$ cat src/rtl/mem_arb_pkg.sv
// Shared types and constants for the memory arbiter: FSM states, fill owners
// and the address masks used to align fills and writes.
package mem_arb_pkg;

   typedef enum logic [1:0] {
      IDLE  = 2'd0,
      FILL  = 2'd1,
      WRITE = 2'd2
   } arb_state_t;

   typedef enum logic {
      OWN_I = 1'b0,
      OWN_D = 1'b1
   } owner_t;

   localparam logic [15:0] BLK_OFFSET_MASK = 16'hFFF0;
   localparam logic [15:0] HALF_ALIGN_MASK = 16'hFFFE;

endpackage

$ cat src/rtl/mem_arbiter_fill_seq.sv
// Block fill sequencer: issues one read per cycle across the block, tracks
// reads in flight and counts returned words for the owning cache.
module block_fill_seq #(
   parameter int MEM_LAT   = 4,
   parameter int BLK_WORDS = 8,
   localparam int WORD_W   = $clog2(BLK_WORDS),
   localparam int ISSUE_W  = WORD_W + 1
) (
   input  logic              clk,
   input  logic              rst_n,
   input  logic              active,
   input  logic [15:0]       base,
   input  logic              mem_valid,
   output logic              issue_en,
   output logic [15:0]       issue_addr,
   output logic              accept,
   output logic [WORD_W-1:0] fill_word,
   output logic              last_word
);

   logic [ISSUE_W-1:0] issue_cnt_reg;
   logic [WORD_W-1:0]  recv_cnt_reg;
   // One bit per cycle of read latency; the top bit marks a word due back now,
   // so stray mem_valid pulses are never counted as fill data.
   logic [MEM_LAT-1:0] inflight_reg;

   always_ff @(posedge clk or negedge rst_n) begin
      if (!rst_n) begin
         issue_cnt_reg <= '0;
         recv_cnt_reg  <= '0;
         inflight_reg  <= '0;
      end else if (!active) begin
         issue_cnt_reg <= '0;
         recv_cnt_reg  <= '0;
         inflight_reg  <= '0;
      end else begin
         if (issue_en)
            issue_cnt_reg <= issue_cnt_reg + ISSUE_W'(1);
         if (accept)
            recv_cnt_reg <= recv_cnt_reg + WORD_W'(1);
         inflight_reg <= (inflight_reg << 1) | MEM_LAT'(issue_en);
      end
   end

   assign issue_en   = active && (issue_cnt_reg < ISSUE_W'(BLK_WORDS));
   assign issue_addr = base + 16'({issue_cnt_reg, 1'b0});
   assign accept     = active && mem_valid && inflight_reg[MEM_LAT-1];
   assign fill_word  = recv_cnt_reg;
   assign last_word  = accept && (recv_cnt_reg == WORD_W'(BLK_WORDS - 1));

endmodule

$ cat src/rtl/mem_arbiter.sv
// Arbitrates main memory between I-cache fills, D-cache fills and D-cache
// write-through stores. Optional MEM_ARB_STATS_EN adds saturating done counters.
module mem_arbiter
   import mem_arb_pkg::*;
#(
   parameter int MEM_LAT   = 4,
   parameter int BLK_WORDS = 8
) (
   input  logic                         clk,
   input  logic                         rst_n,
   input  logic                         i_req,
   input  logic [15:0]                  i_addr,
   output logic                         i_fill_we,
   output logic                         i_done,
   input  logic                         d_rd_req,
   input  logic                         d_wr_req,
   input  logic [15:0]                  d_addr,
   input  logic [15:0]                  d_wdata,
   output logic                         d_fill_we,
   output logic                         d_done,
   output logic [$clog2(BLK_WORDS)-1:0] fill_word,
   output logic [15:0]                  fill_data,
   output logic                         mem_en,
   output logic                         mem_wr,
   output logic [15:0]                  mem_addr,
   output logic [15:0]                  mem_wdata,
   input  logic [15:0]                  mem_rdata,
   input  logic                         mem_valid
`ifdef MEM_ARB_STATS_EN
   ,
   output logic [15:0]                  i_fill_cnt,
   output logic [15:0]                  d_fill_cnt,
   output logic [15:0]                  d_wr_cnt
`endif
);

   arb_state_t state_reg, state_next;
   owner_t     owner_reg, grant_owner;
   logic [15:0] addr_reg, grant_addr, wdata_reg;
   logic        grant;

   logic        issue_en, accept, last_word;
   logic [15:0] issue_addr;
   logic [$clog2(BLK_WORDS)-1:0] seq_word;

   block_fill_seq #(
      .MEM_LAT   (MEM_LAT),
      .BLK_WORDS (BLK_WORDS)
   ) u_fill_seq (
      .clk        (clk),
      .rst_n      (rst_n),
      .active     (state_reg == FILL),
      .base       (addr_reg),
      .mem_valid  (mem_valid),
      .issue_en   (issue_en),
      .issue_addr (issue_addr),
      .accept     (accept),
      .fill_word  (seq_word),
      .last_word  (last_word)
   );

   always_ff @(posedge clk or negedge rst_n) begin
      if (!rst_n) begin
         state_reg <= IDLE;
         owner_reg <= OWN_I;
         addr_reg  <= '0;
         wdata_reg <= '0;
      end else begin
         state_reg <= state_next;
         if (grant) begin
            owner_reg <= grant_owner;
            addr_reg  <= grant_addr;
            wdata_reg <= d_wdata;
         end
      end
   end

   always_comb begin
      state_next  = state_reg;
      grant       = 1'b0;
      grant_owner = OWN_I;
      grant_addr  = '0;
      i_fill_we   = 1'b0;
      d_fill_we   = 1'b0;
      i_done      = 1'b0;
      d_done      = 1'b0;
      fill_word   = '0;
      mem_en      = 1'b0;
      mem_wr      = 1'b0;
      mem_addr    = '0;
      mem_wdata   = '0;
      case (state_reg)
         IDLE: begin
            // Stores win so write-through data never waits behind a fill.
            if (d_wr_req) begin
               state_next  = WRITE;
               grant       = 1'b1;
               grant_owner = OWN_D;
               grant_addr  = d_addr & HALF_ALIGN_MASK;
            end else if (d_rd_req) begin
               state_next  = FILL;
               grant       = 1'b1;
               grant_owner = OWN_D;
               grant_addr  = d_addr & BLK_OFFSET_MASK;
            end else if (i_req) begin
               state_next  = FILL;
               grant       = 1'b1;
               grant_owner = OWN_I;
               grant_addr  = i_addr & BLK_OFFSET_MASK;
            end
         end
         FILL: begin
            mem_en   = issue_en;
            mem_addr = issue_en ? issue_addr : 16'h0000;
            if (accept) begin
               fill_word = seq_word;
               i_fill_we = (owner_reg == OWN_I);
               d_fill_we = (owner_reg == OWN_D);
               i_done    = last_word && (owner_reg == OWN_I);
               d_done    = last_word && (owner_reg == OWN_D);
            end
            if (last_word)
               state_next = IDLE;
         end
         WRITE: begin
            mem_en     = 1'b1;
            mem_wr     = 1'b1;
            mem_addr   = addr_reg;
            mem_wdata  = wdata_reg;
            d_done     = 1'b1;
            state_next = IDLE;
         end
         default: state_next = IDLE;
      endcase
   end

   assign fill_data = mem_rdata;

`ifdef MEM_ARB_STATS_EN
   logic [2:0] stat_evt;
   assign stat_evt = {i_done,
                      d_done && (state_reg == FILL),
                      d_done && (state_reg == WRITE)};

   for (genvar gi = 0; gi < 3; gi++) begin : g_stat
      logic [15:0] cnt_reg;
      always_ff @(posedge clk or negedge rst_n) begin
         if (!rst_n)
            cnt_reg <= '0;
         else if (stat_evt[gi] && (cnt_reg != 16'hFFFF))
            cnt_reg <= cnt_reg + 16'd1;
      end
   end

   assign i_fill_cnt = g_stat[2].cnt_reg;
   assign d_fill_cnt = g_stat[1].cnt_reg;
   assign d_wr_cnt   = g_stat[0].cnt_reg;
`endif

endmodule
$ cat config.mk
export PLATFORM = sky130hd
export DESIGN_NAME = mem_arbiter
export DESIGN_NICKNAME = d
export VERILOG_FILES = /design/src/rtl/mem_arb_pkg.sv /design/src/rtl/mem_arbiter_fill_seq.sv /design/src/rtl/mem_arbiter.sv
export SDC_FILE = /design/constraint.sdc
export NUM_CORES = 1
export LEC_CHECK = 0
export CORE_MARGIN = 10
export CORE_UTILIZATION = 38
export DETAILED_ROUTE_END_ITERATION = 16
export MAX_ROUTING_LAYER = met4
export PLACE_DENSITY = 0.83
export SYNTH_ARGS = -nofsm -noshare
export SYNTH_HDL_FRONTEND = slang
export SYNTH_SLANG_ARGS = --single-unit
$ cat constraint.sdc
create_clock -name clk -period 2.1 [get_ports clk]
set_input_delay 0.315 -clock clk [delete_from_list [all_inputs] [get_ports clk]]
set_output_delay 0.315 -clock clk [all_outputs]
set_load 0.05 [all_outputs]
==> summary.md, run 1 <==
| Metric | Value |
|---|---|
| Result of the run | `finished with violations` |
| Violated checks | `setup timing` |
| Clock tree from TritonCTS | `done` |
| Total Routing Usage GR | `around 17%` |
| Dominant synthesized flop cell | `sky130_fd_sc_hd__dfrtp_1` |
| Max clock buf depth | `2` |
| Worst-Margin Slew | `1180 ps` |
| DIE HEIGHT | `106 µm` |
| Post-detailed-route count of antenna-violating nets | `0` |
| Hold slack final | `117 ps` |
| Count of input and output buffers | `88` |
| Count of mapped cells out of synthesis | `between 300 and 400` |
| Area growth from synthesis to layout | `80.4%` |
| Crit. End Element | `primary output` |
| Post-synth EDFFs | `0` |
| Flops & latches, synth | `45` |
| Final WL | `roughly 10 mm` |
| First-pass iteration count of the detailed router | `4` |
| Overall power of the completed layout | `7.07 mW` |
| Residual DRC | `0` |
| Max-cap violations | `0` |
| Final critical-path share of the clock period | `126%` |
| Final setup slack of the worst path | `-543 ps` |
| Initial core utilization | `between 30% and 40%` |
| Count of pins over their slew limit | `0` |
| Cell chain of the critical path | `ha_2, inv_2, fa_2, nand2b_4, buf_6, a21oi_4, a41oi_2, a31oi_4, buf_12` |
| Clock insertion delay at the later pin of the skew report | `~300 ps` |
| Full die area | `0.0112 mm²` |
| Post-DP HPWL | `around 7.0 mm` |
| Die width | `approximately 110 µm` |
| Number of placed I/O pins | `between 100 and 150` |
| Maximum level of the CTS H-tree | `2` |
| Synth unique cells | `48` |
| Cell at the slowest stage of the critical path | `sky130_fd_sc_hd__dfrtp_1` |
| Worst Reg-to-Reg Cells | `5` |
| Number of gates on the worst path with buffers counted | `9` |
| Wire length per cell | `roughly 19 µm` |
| Via density per instance | `~5.3` |
| Final critical delay including setup and external delays | `2640 ps` |
| Residual overflow from global routing | `0` |
| Clock-pin slew reported for the worst setup and hold paths after clock tree synthesis | `about 80 ps` |
| Setup Skew | `4.70 ps` |
| Routability congestion estimate from global placement | `a little under 0.9` |
| Cell Area, Synth | `between 0.002 and 0.003 mm²` |
| Post-layout net count | `532` |
| Number of warnings issued by yosys | `0` |
| Critical path data arrival time | `about 2300 ps` |
| Total number of clock tree sinks | `45` |
| Worst slew slack as a fraction of its limit | `roughly a fifth` |
| Via count | `roughly 2900` |
| Max rail drop VDD | `0.000793 V` |
| Site row count | `31` |
| Number of buffers and inverters on the critical path | `3` |
| Launch point of the worst path | `u_fill_seq.issue_cnt_reg[0]$_DFFE_PN0P_` |
| Cell Pwr Density | `approximately 1400 mW/mm²` |
| Classification of the worst setup path | `reg -> out` |
| Largest register FFs | `16` |
| Unrepaired setup endpoints after global routing | `true` |
| CP max stage delay | `about 380 ps` |
| Global-route wire length before repair | `between 15 and 20 mm` |
| Crit start category | `flop` |
| Required @ worst endpoint | `~1800 ps` |
| CTS Buf Count | `5` |
| Fraction of layout cells with a size suffix above 1 | `about two fifths` |
| Standard cell core area | `about 0.0072 mm²` |
| Startpoint of the most critical register-to-register path | `state_reg[1]$_DFFE_PN0P_` |
| Type of the most critical hold path | `in -> async` |
| Clock root cell | `sky130_fd_sc_hd__clkbuf_8` |
| Count of endpoints failing hold in the final timing report | `0` |
| Fraction of the yosys area taken by sequential cells | `roughly two fifths` |
| Antenna diode instance count | `0` |
| Maximum fanout count along the critical path | `6` |
| Pin count of the biggest net entering global routing | `46` |
| Standby leakage power | `2.19 nW` |
| Syn nets | `between 400 and 500` |
| Kind of cell with the highest combined delay on the critical path | `compound AO/OA/AOI/OAI gates` |
| Avg Synthesized Cell Area | `about 8.5 µm²` |
| Antenna violations before repair | `0` |
| Upper clock frequency limit | `~380 MHz` |
| Vias in the first global route | `~3200` |
| Share of async-settable or async-resettable flops after synthesis | `100%` |
| Count of endpoints failing setup in the final report | `15` |
| Number of DRC markers in iteration 0 | `153` |
| Final TNS setup | `-4990 ps` |
metrics by stage:
step / area [µm²] / setup WS (ps) / std cells / util (%)
after global routing: 5040 / -617 / 551 / 69.9
after floorplan: 2960 / -290 / 328 / -
after global placement: 4430 / -243 / 521 / 61.4
after detailed placement: 4430 / -325 / 521 / 61.4
after CTS: 4820 / -521 / 541 / 66.8
final: 5040 / -543 / 551 / 69.9
Yosys cell counts, drive strengths merged (4+ instances only):
cell / number / area share, %
nand2: 70 / 9.4
dfrtp: 45 / 40
and2: 28 / 6.3
buf: 27 / 6.7
a21oi: 17 / 3.2
nor2: 17 / 2.3
o22ai: 13 / 2.9
ha: 10 / 4.5
inv: 9 / 1.2
nor2b: 9 / 2.0
a31oi: 8 / 1.8
clkbuf: 8 / 1.4
nand3: 8 / 1.4
o21ai: 8 / 1.8
a22oi: 4 / 1.1
nand4: 4 / 0.90
path summary, 6_finish.rpt:
check | to | slack (ps)
min in group clk | wdata_reg[11]$_DFFE_PN0P_ | 470
max reg2reg | addr_reg[11]$_DFFE_PN0P_ | 110
min | addr_reg[13]$_DFFE_PN0P_ | 120
max | mem_addr[15] | -540
max in group asynchronous | wdata_reg[1]$_DFFE_PN0P_ | 1580
min reg2reg | wdata_reg[11]$_DFFE_PN0P_ | 470
cells in the final DEF, fill, tap and decap left out, types with 11 or more instances in the layout:
master and n:
sky130_fd_sc_hd__nand2_1 67, sky130_fd_sc_hd__a21oi_1 11, sky130_fd_sc_hd__buf_6 17, sky130_fd_sc_hd__o22ai_1 12, sky130_fd_sc_hd__and2_1 23, sky130_fd_sc_hd__buf_4 45
sky130_fd_sc_hd__buf_12 39, sky130_fd_sc_hd__nor2_1 15, sky130_fd_sc_hd__clkdlybuf4s50_1 47, sky130_fd_sc_hd__dfrtp_1 45
layer usage:
metal	share of wire (%)	GRT usage, %	wire [µm]
met5	0	-	0
met4	3.0	5.13	304
met3	7.1	4.75	723
met2	53	31.1	5400
met1	37	18.2	3780
power by group:
group	switching, mW	internal (mW)	leakage, nW	total [mW]
logic	2.65	2.36	1.59	5.02
clock network	0.292	0.231	0.0450	0.523
registers	0.324	1.21	0.554	1.53
final cells by class:
class                           instances  area, µm²
Fill cell                             513       2170
Multi-Input combinational cell        239       1850
Clock buffer                            6       72.6
Timing Repair Buffer                  151       1830
Clock inverter                          2       10.0
Sequential cell                        45       1130
Tap cell                               99        124
Inverter                                9       33.8
logic make-up (layout without fill, tap and decap cells):
family / count (synthesis) / after routing / synth area share [%]
muxes: 3 / 3 / 1.07
AOI/OAI and AO/OA: 71 / 71 / 17.2
other: 1 / 1 / 0.134
adders and majority gates: 11 / 11 / 5.19
buffers and inverters: 44 / 168 / 9.31
xor gates and xnor gates: 4 / 4 / 1.25
and+or+nand+nor: 149 / 149 / 25.5
DFF: 45 / 45 / 40.3
what timing repair did:
action                     CTS  global route
cloned                       1             1
resized for setup           53            27
setup endpoints to repair   23            31
hold buffers                 0             0
hold endpoints to repair     0             0
pin swaps                   11            17
setup buffers               11            12
Power figures use the tool's default switching activity.
==> run 2, diff against run 1 <==
--- a/config.mk
+++ b/config.mk
@@ -13,3 +13,4 @@
 export SYNTH_ARGS = -nofsm -noshare
 export SYNTH_HDL_FRONTEND = slang
 export SYNTH_SLANG_ARGS = --single-unit
+export TNS_END_PERCENT = 1
==> summary.md, run 2 (synthesis gave the netlist of run 1 again) <==
| Metric | Value |
|---|---|
| Unrepaired setup endpoints after global routing | `true` |
| Cell area after placement | `0.00432 mm² (-2.6%)` |
| First-pass iteration count of the detailed router | `4 (unchanged)` |
| DIE HEIGHT | `106 µm (unchanged)` |
| Crit. End Element | `primary output` |
| Number of placed instances, taps included | `516 (-0.96%)` |
| Result of the run | `finished with violations` |
| Number of DRC markers in iteration 0 | `184 (+20%)` |
| Final critical delay including setup and external delays | `2620 ps (-18.7 ps)` |
| Area growth from synthesis to layout | `65.1%` |
| Cell Pwr Density | `1420 mW/mm² (+0.95%)` |
| Maximum fanout count along the critical path | `2 (-4)` |
| Clock-pin slew reported for the worst setup and hold paths after clock tree synthesis | `90 ps (about the same)` |
| Total number of clock tree sinks | `45 (unchanged)` |
| Pin count of the biggest net entering global routing | `29 (-37%)` |
| Utilization after layout | `63.9% (-5.9 points)` |
| Worst slew slack as a fraction of its limit | `57.8% (+37 points)` |
| Antenna diode instance count | `0 (unchanged)` |
| Count of input and output buffers | `88 (unchanged)` |
| Final critical-path share of the clock period | `125% (-0.89 points)` |
| Die width | `106 µm (unchanged)` |
| Wire length per cell | `17.4 µm (-6.2%)` |
| Max clock buf depth | `2 (unchanged)` |
| Site row count | `31 (unchanged)` |
| Standard cell core area | `0.00721 mm² (unchanged)` |
| Via density per instance | `5.22 (-0.65%)` |
| Clock root cell | `sky130_fd_sc_hd__clkbuf_8` |
| Routability congestion estimate from global placement | `0.794 (-9.8%)` |
| Max rail drop VDD | `0.000597 V (-25%)` |
| Upper clock frequency limit | `381 MHz (+0.71%)` |
| Startpoint of the most critical register-to-register path | `state_reg[1]$_DFFE_PN0P_` |
| Final WL | `9.18 mm (-10%)` |
| Fraction of layout cells with a size suffix above 1 | `29.4% (-10 points)` |
| Filler Cells Inserted | `578 (+13%)` |
| Worst Reg-to-Reg Cells | `7 (+2)` |
| Total Routing Usage GR | `16.6% (-0.81 points)` |
| Worst-Margin Slew | `631 ps (-553 ps)` |
| Final setup slack of the worst path | `-525 ps (+18.7 ps)` |
| Full die area | `0.0112 mm² (unchanged)` |
| Post-DP HPWL | `6.87 mm (-1.9%)` |
| Hold slack final | `446 ps (+329 ps)` |
| Fin cells | `528 (-4.2%)` |
| Residual overflow from global routing | `0 (unchanged)` |
| Count of endpoints failing setup in the final report | `19 (+4)` |
| Critical path data arrival time | `2310 ps (-20 ps)` |
| Violated checks | `setup timing` |
| Standby leakage power | `2.03 nW (-7.1%)` |
| Clock insertion delay at the later pin of the skew report | `300 ps (about the same)` |
| Max-cap violations | `0 (unchanged)` |
| Type of the most critical hold path | `in -> async` |
| Most frequent cells in the layout | `sky130_fd_sc_hd__nand2_1, sky130_fd_sc_hd__clkdlybuf4s50_1, sky130_fd_sc_hd__dfrtp_1` |
| Leading cell type in the layout, fill and taps excluded | `sky130_fd_sc_hd__nand2_1` |
| Clock tree from TritonCTS | `done` |
| Overall power of the completed layout | `6.54 mW (-7.6%)` |
| Post-layout net count | `510 (-4.1%)` |
| Initial core utilization | `38.7% (unchanged)` |
| Vias in the first global route | `3005 (-5.2%)` |
| Count of endpoints failing hold in the final timing report | `0 (unchanged)` |
| Number of placed I/O pins | `127 (unchanged)` |
| Setup Skew | `5.92 ps (+1.21 ps)` |
| Largest register FFs | `16 (unchanged)` |
| Post-route cell area | `0.00461 mm² (-8.5%)` |
| Maximum level of the CTS H-tree | `2 (unchanged)` |
| Via count | `2757 (-4.8%)` |
| End of the worst register-to-register path | `state_reg[1]$_DFFE_PN0P_` |
| Crit start category | `flop` |
| Required @ worst endpoint | `1780 ps (about the same)` |
| Register-to-register setup slack | `240 ps (+130 ps)` |
| Classification of the worst setup path | `reg -> out` |
| Antenna violations before repair | `0 (unchanged)` |
| Global-route wire length before repair | `14.9 mm (-4.7%)` |
| CTS Buf Count | `5 (unchanged)` |
| Post-detailed-route count of antenna-violating nets | `0 (unchanged)` |
| Residual DRC | `0 (unchanged)` |
| Count of pins over their slew limit | `0 (unchanged)` |
run 2: cell types whose count changed in the layout (fill, tap and decap cells not counted), sizes merged:
cell	before	now
clkbuf	7	5
buf	103	81
dlygate4sd3	0	1
bufinv	0	1
clkinv	2	1
run 2: per-stage QoR:
stage / worst slack, ps / setup TNS, ps
2_1_floorplan: -290 / -3840
3_3_place_gp: -236 / -1160
3_5_place_dp: -286 / -1880
4_1_cts: -519 / -4750
5_1_grt: -611 / -7420
6_report: -525 / -5360
run 2: report_power, final:
part           total (mW)  switching (mW)  internal, mW  leakage [nW]
Clock               0.638           0.292         0.346        0.0540
Combinational        4.36            2.36          1.99          1.43
Sequential           1.54           0.331          1.21         0.554
Total                6.54            2.99          3.55          2.03
run 2: per-layer routing:
metal | routed length (µm) | share of wire, % | track usage, % | vias to the layer above
met5 | 0 | 0 | - | -
met4 | 119 | 1.3 | 4.64 | 0
met3 | 794 | 8.7 | 6.76 | 16
met2 | 4860 | 53 | 29.0 | 103
met1 | 3410 | 37 | 16.6 | 1326
li1 | - | - | - | 1312
run 2: worst max-delay path by stage:
stage                                                  startpoint           end  slack, ps  cells after the start
final                                     addr_reg[1]$_DFFE_PN0P_  mem_addr[13]       -520                      8
after global routing                      addr_reg[1]$_DFFE_PN0P_  mem_addr[15]       -610                      9
after CTS                 u_fill_seq.issue_cnt_reg[0]$_DFFE_PN0P_  mem_addr[13]       -520                      8
after detailed placement  u_fill_seq.issue_cnt_reg[0]$_DFFE_PN0P_  mem_addr[15]       -290                      9
after global placement    u_fill_seq.issue_cnt_reg[0]$_DFFE_PN0P_  mem_addr[13]       -240                      8
after floorplan           u_fill_seq.issue_cnt_reg[0]$_DFFE_PN0P_  mem_addr[13]       -290                      6
run 2: repair_timing:
item,in CTS,in global routing
hold buffers,1,0
setup buffers,0,4
pin swaps,14,6
endpoints found under the hold margin,12,0
cloned,0,0
setup endpoints to repair,22,30
resized for setup,28,6
run 2: final cells by class:
class | instances | area, µm² | share of cell area (%)
Tap cell | 99 | 124 | 2.69
Clock buffer | 5 | 68.8 | 1.49
Sequential cell | 45 | 1130 | 24.4
Clock inverter | 2 | 35.0 | 0.759
Inverter | 9 | 33.8 | 0.732
Timing Repair Buffer | 129 | 1610 | 34.8
Multi-Input combinational cell | 239 | 1620 | 35.1
run 2: worst max-delay path, cell delays in order (launching register included):
cell,delay (ps)
sky130_fd_sc_hd__dfrtp_1,370
sky130_fd_sc_hd__ha_2,190
sky130_fd_sc_hd__inv_2,40
sky130_fd_sc_hd__fa_2,360
sky130_fd_sc_hd__nand2b_4,150
sky130_fd_sc_hd__a211o_1,320
sky130_fd_sc_hd__buf_6,150
sky130_fd_sc_hd__o41ai_4,250
sky130_fd_sc_hd__buf_12,180
==> run 3, diff against run 2 <==
--- a/config.mk
+++ b/config.mk
@@ -5,11 +5,11 @@
 export SDC_FILE = /design/constraint.sdc
 export NUM_CORES = 1
 export LEC_CHECK = 0
-export CORE_MARGIN = 10
-export CORE_UTILIZATION = 38
+export CORE_MARGIN = 8
+export CORE_UTILIZATION = 42
 export DETAILED_ROUTE_END_ITERATION = 16
 export MAX_ROUTING_LAYER = met4
-export PLACE_DENSITY = 0.83
+export PLACE_DENSITY = 0.81
 export SYNTH_ARGS = -nofsm -noshare
 export SYNTH_HDL_FRONTEND = slang
 export SYNTH_SLANG_ARGS = --single-unit
==> constraint.sdc (replaced) <==
create_clock -name clk -period 2.95 [get_ports clk]
set_input_delay 0.4425 -clock clk [delete_from_list [all_inputs] [get_ports clk]]
set_output_delay 0.4425 -clock clk [all_outputs]
set_load 0.05 [all_outputs]
==> summary.md, run 3 (synthesis gave the netlist of run 1 again) <==
| Metric | Value |
|---|---|
| Post-layout net count | `476 (-6.7%)` |
| Hold_buf cts | `0 (-1)` |
| Max clock buf depth | `2 (unchanged)` |
| Clock root cell | `sky130_fd_sc_hd__clkbuf_8` |
| End of the worst register-to-register path | `wdata_reg[9]$_DFFE_PN0P_` |
| Setup Skew | `5.67 ps (-0.244 ps)` |
| Upper clock frequency limit | `approximately 340 MHz` |
| Total number of clock tree sinks | `45 (unchanged)` |
| Cell chain of the critical path | `ha_2, inv_1, fa_1, nand2b_4, a211o_4, o311ai_4, o41ai_2, buf_4` |
| Startpoint of the most critical register-to-register path | `state_reg[0]$_DFFE_PN0P_` |
| Cell at the slowest stage of the critical path | `sky130_fd_sc_hd__dfrtp_1` |
| Standby leakage power | `1.69 nW (-17%)` |
| Post-DP HPWL | `5.68 mm (-17%)` |
| Critical path data arrival time | `2470 ps (+160 ps)` |
| Final TNS setup | `0 ps (+5360 ps)` |
| Worst slew slack as a fraction of its limit | `32.1% (-26 points)` |
| Classification of the worst setup path | `reg -> out` |
| CP max stage delay | `410 ps (+40 ps)` |
| Launch point of the worst path | `u_fill_seq.issue_cnt_reg[0]$_DFFE_PN0P_` |
| Pin count of the biggest net entering global routing | `46 (+59%)` |
| First-pass iteration count of the detailed router | `4 (unchanged)` |
| Clock tree from TritonCTS | `done` |
| Worst-Margin Slew | `1020 ps (+387 ps)` |
| Initial core utilization | `43.8% (+5.0 points)` |
| Max rail drop VDD | `0.000707 V (+18%)` |
| CTS Buf Count | `5 (unchanged)` |
| Clock insertion delay at the later pin of the skew report | `290 ps (about the same)` |
| Worst Reg-to-Reg Cells | `7 (unchanged)` |
| Max-cap violations | `0 (unchanged)` |
| Site row count | `29 (-6.5%)` |
| Wire length per cell | `16.3 µm (-6.1%)` |
| Count of endpoints failing hold in the final timing report | `0 (unchanged)` |
| Antenna diode instance count | `0 (unchanged)` |
| Residual DRC | `0 (unchanged)` |
| Final critical delay including setup and external delays | `approximately 2900 ps` |
| DIE HEIGHT | `97.6 µm (-7.7%)` |
| Via count | `2582 (-6.3%)` |
| Count of input and output buffers | `88 (unchanged)` |
| Unrepaired setup endpoints after global routing | `true` |
| Antenna violations before repair | `0 (unchanged)` |
| Post-detailed-route count of antenna-violating nets | `0 (unchanged)` |
| Maximum level of the CTS H-tree | `2 (unchanged)` |
| Routability congestion estimate from global placement | `0.888 (+12%)` |
| Post-route cell area | `0.00380 mm² (-18%)` |
| Standard cell core area | `0.00639 mm² (-11%)` |
| Crit start category | `flop` |
| Result of the run | `finished clean` |
| Fraction of layout cells with a size suffix above 1 | `12.6% (-17 points)` |
| Minimum setup slack after placement | `276 ps (+562 ps)` |
| Area growth from synthesis to layout | `36.2%` |
| Leading cell type in the layout, fill and taps excluded | `sky130_fd_sc_hd__nand2_1` |
| Crit. End Element | `primary output` |
| Largest register FFs | `16 (unchanged)` |
| Type of the most critical hold path | `in -> async` |
| Most frequent cells in the layout | `sky130_fd_sc_hd__nand2_1, sky130_fd_sc_hd__clkdlybuf4s50_1, sky130_fd_sc_hd__dfrtp_1` |
| Count of pins over their slew limit | `0 (unchanged)` |
| Count of endpoints failing setup in the final report | `0 (-19)` |
| Vias in the first global route | `2649 (-12%)` |
| Final WL | `7.72 mm (-16%)` |
| Total Routing Usage GR | `16.1% (-0.47 points)` |
| Global-route wire length before repair | `12.5 mm (-16%)` |
| Register-to-register setup slack | `970 ps (+730 ps)` |
| Maximum fanout count along the critical path | `4 (+2)` |
| Cell Pwr Density | `1040 mW/mm² (-27%)` |
| Required @ worst endpoint | `2510 ps (+730 ps)` |
| Overall power of the completed layout | `3.94 mW (-40%)` |
| Final setup slack of the worst path | `42.0 ps (+567 ps)` |
| Cell area after placement | `0.00363 mm² (-16%)` |
| Number of placed I/O pins | `127 (unchanged)` |
| Number of DRC markers in iteration 0 | `181 (-1.6%)` |
| Residual overflow from global routing | `0 (unchanged)` |
| Full die area | `0.00952 mm² (-15%)` |
| Die width | `97.6 µm (-7.7%)` |
| Final critical-path share of the clock period | `a little over nine tenths` |
| Via density per instance | `5.46 (+4.5%)` |
| Clock-pin slew reported for the worst setup and hold paths after clock tree synthesis | `80 ps (about the same)` |
run 3: changes by cell type in the layout (fill, tap and decap cells not counted), moves of 4 or more:
cell / change
sky130_fd_sc_hd__ha_1: +4
sky130_fd_sc_hd__buf_12: -33
sky130_fd_sc_hd__a31oi_1: +5
sky130_fd_sc_hd__nor2b_1: +4
sky130_fd_sc_hd__clkdlybuf4s50_1: +17
sky130_fd_sc_hd__buf_4: -15
run 3: critical path: cells and delay by family, from the launching register on:
family | cells | cell delay (ps)
AOI/OAI and AO/OA | 3 | 720
adders and majority gates | 2 | 600
DFF | 1 | 410
buffers and inverters | 2 | 250
and+or+nand+nor | 1 | 190
run 3: timing repair:
action,CTS,global route
setup endpoints to repair,2,6
gates resized for setup,4,3
setup buffers,0,2
pin swaps,0,3
run 3: how the worst max path moves through the flow:
stage	to	slack [ps]	depth (start not counted)
4_1_cts	mem_addr[13]	-20	8
3_3_place_gp	mem_addr[13]	280	8
5_1_grt	mem_addr[13]	-60	8
6_report	mem_addr[13]	40	8
3_5_place_dp	mem_addr[15]	280	8
2_1_floorplan	mem_addr[13]	30	6
run 3: final cells by class:
type,instances,area [µm²]
Sequential cell,45,1130
Clock inverter,1,30.0
Fill cell,554,2580
Tap cell,77,96.3
Timing Repair Buffer,95,971
Inverter,9,33.8
Multi-Input combinational cell,239,1460
Clock buffer,7,86.3
run 3: metrics by stage:
step / hold slack (ps) / instances / util (%)
after floorplan: 147 / 328 / -
after global placement: 445 / 463 / 56.8
after detailed placement: 452 / 463 / 56.8
after CTS: 348 / 471 / 59.0
after global routing: 393 / 473 / 59.6
final: 318 / 473 / 59.6
run 3: report_power, final:
group / leakage (nW) / switching (mW) / total [mW] / internal (mW)
clock network: 0.0585 / 0.202 / 0.478 / 0.276
logic: 1.08 / 1.47 / 2.37 / 0.909
registers: 0.554 / 0.230 / 1.09 / 0.861
total: 1.69 / 1.90 / 3.94 / 2.05
run 3: metal layers:
metal | routed length, µm | track usage (%) | vias to the layer above
li1 | - | - | 1245
met1 | 3410 | 18.6 | 1230
met2 | 3760 | 26.4 | 99
met3 | 481 | 4.69 | 8
met4 | 74 | 4.55 | 0
met5 | 0 | - | -
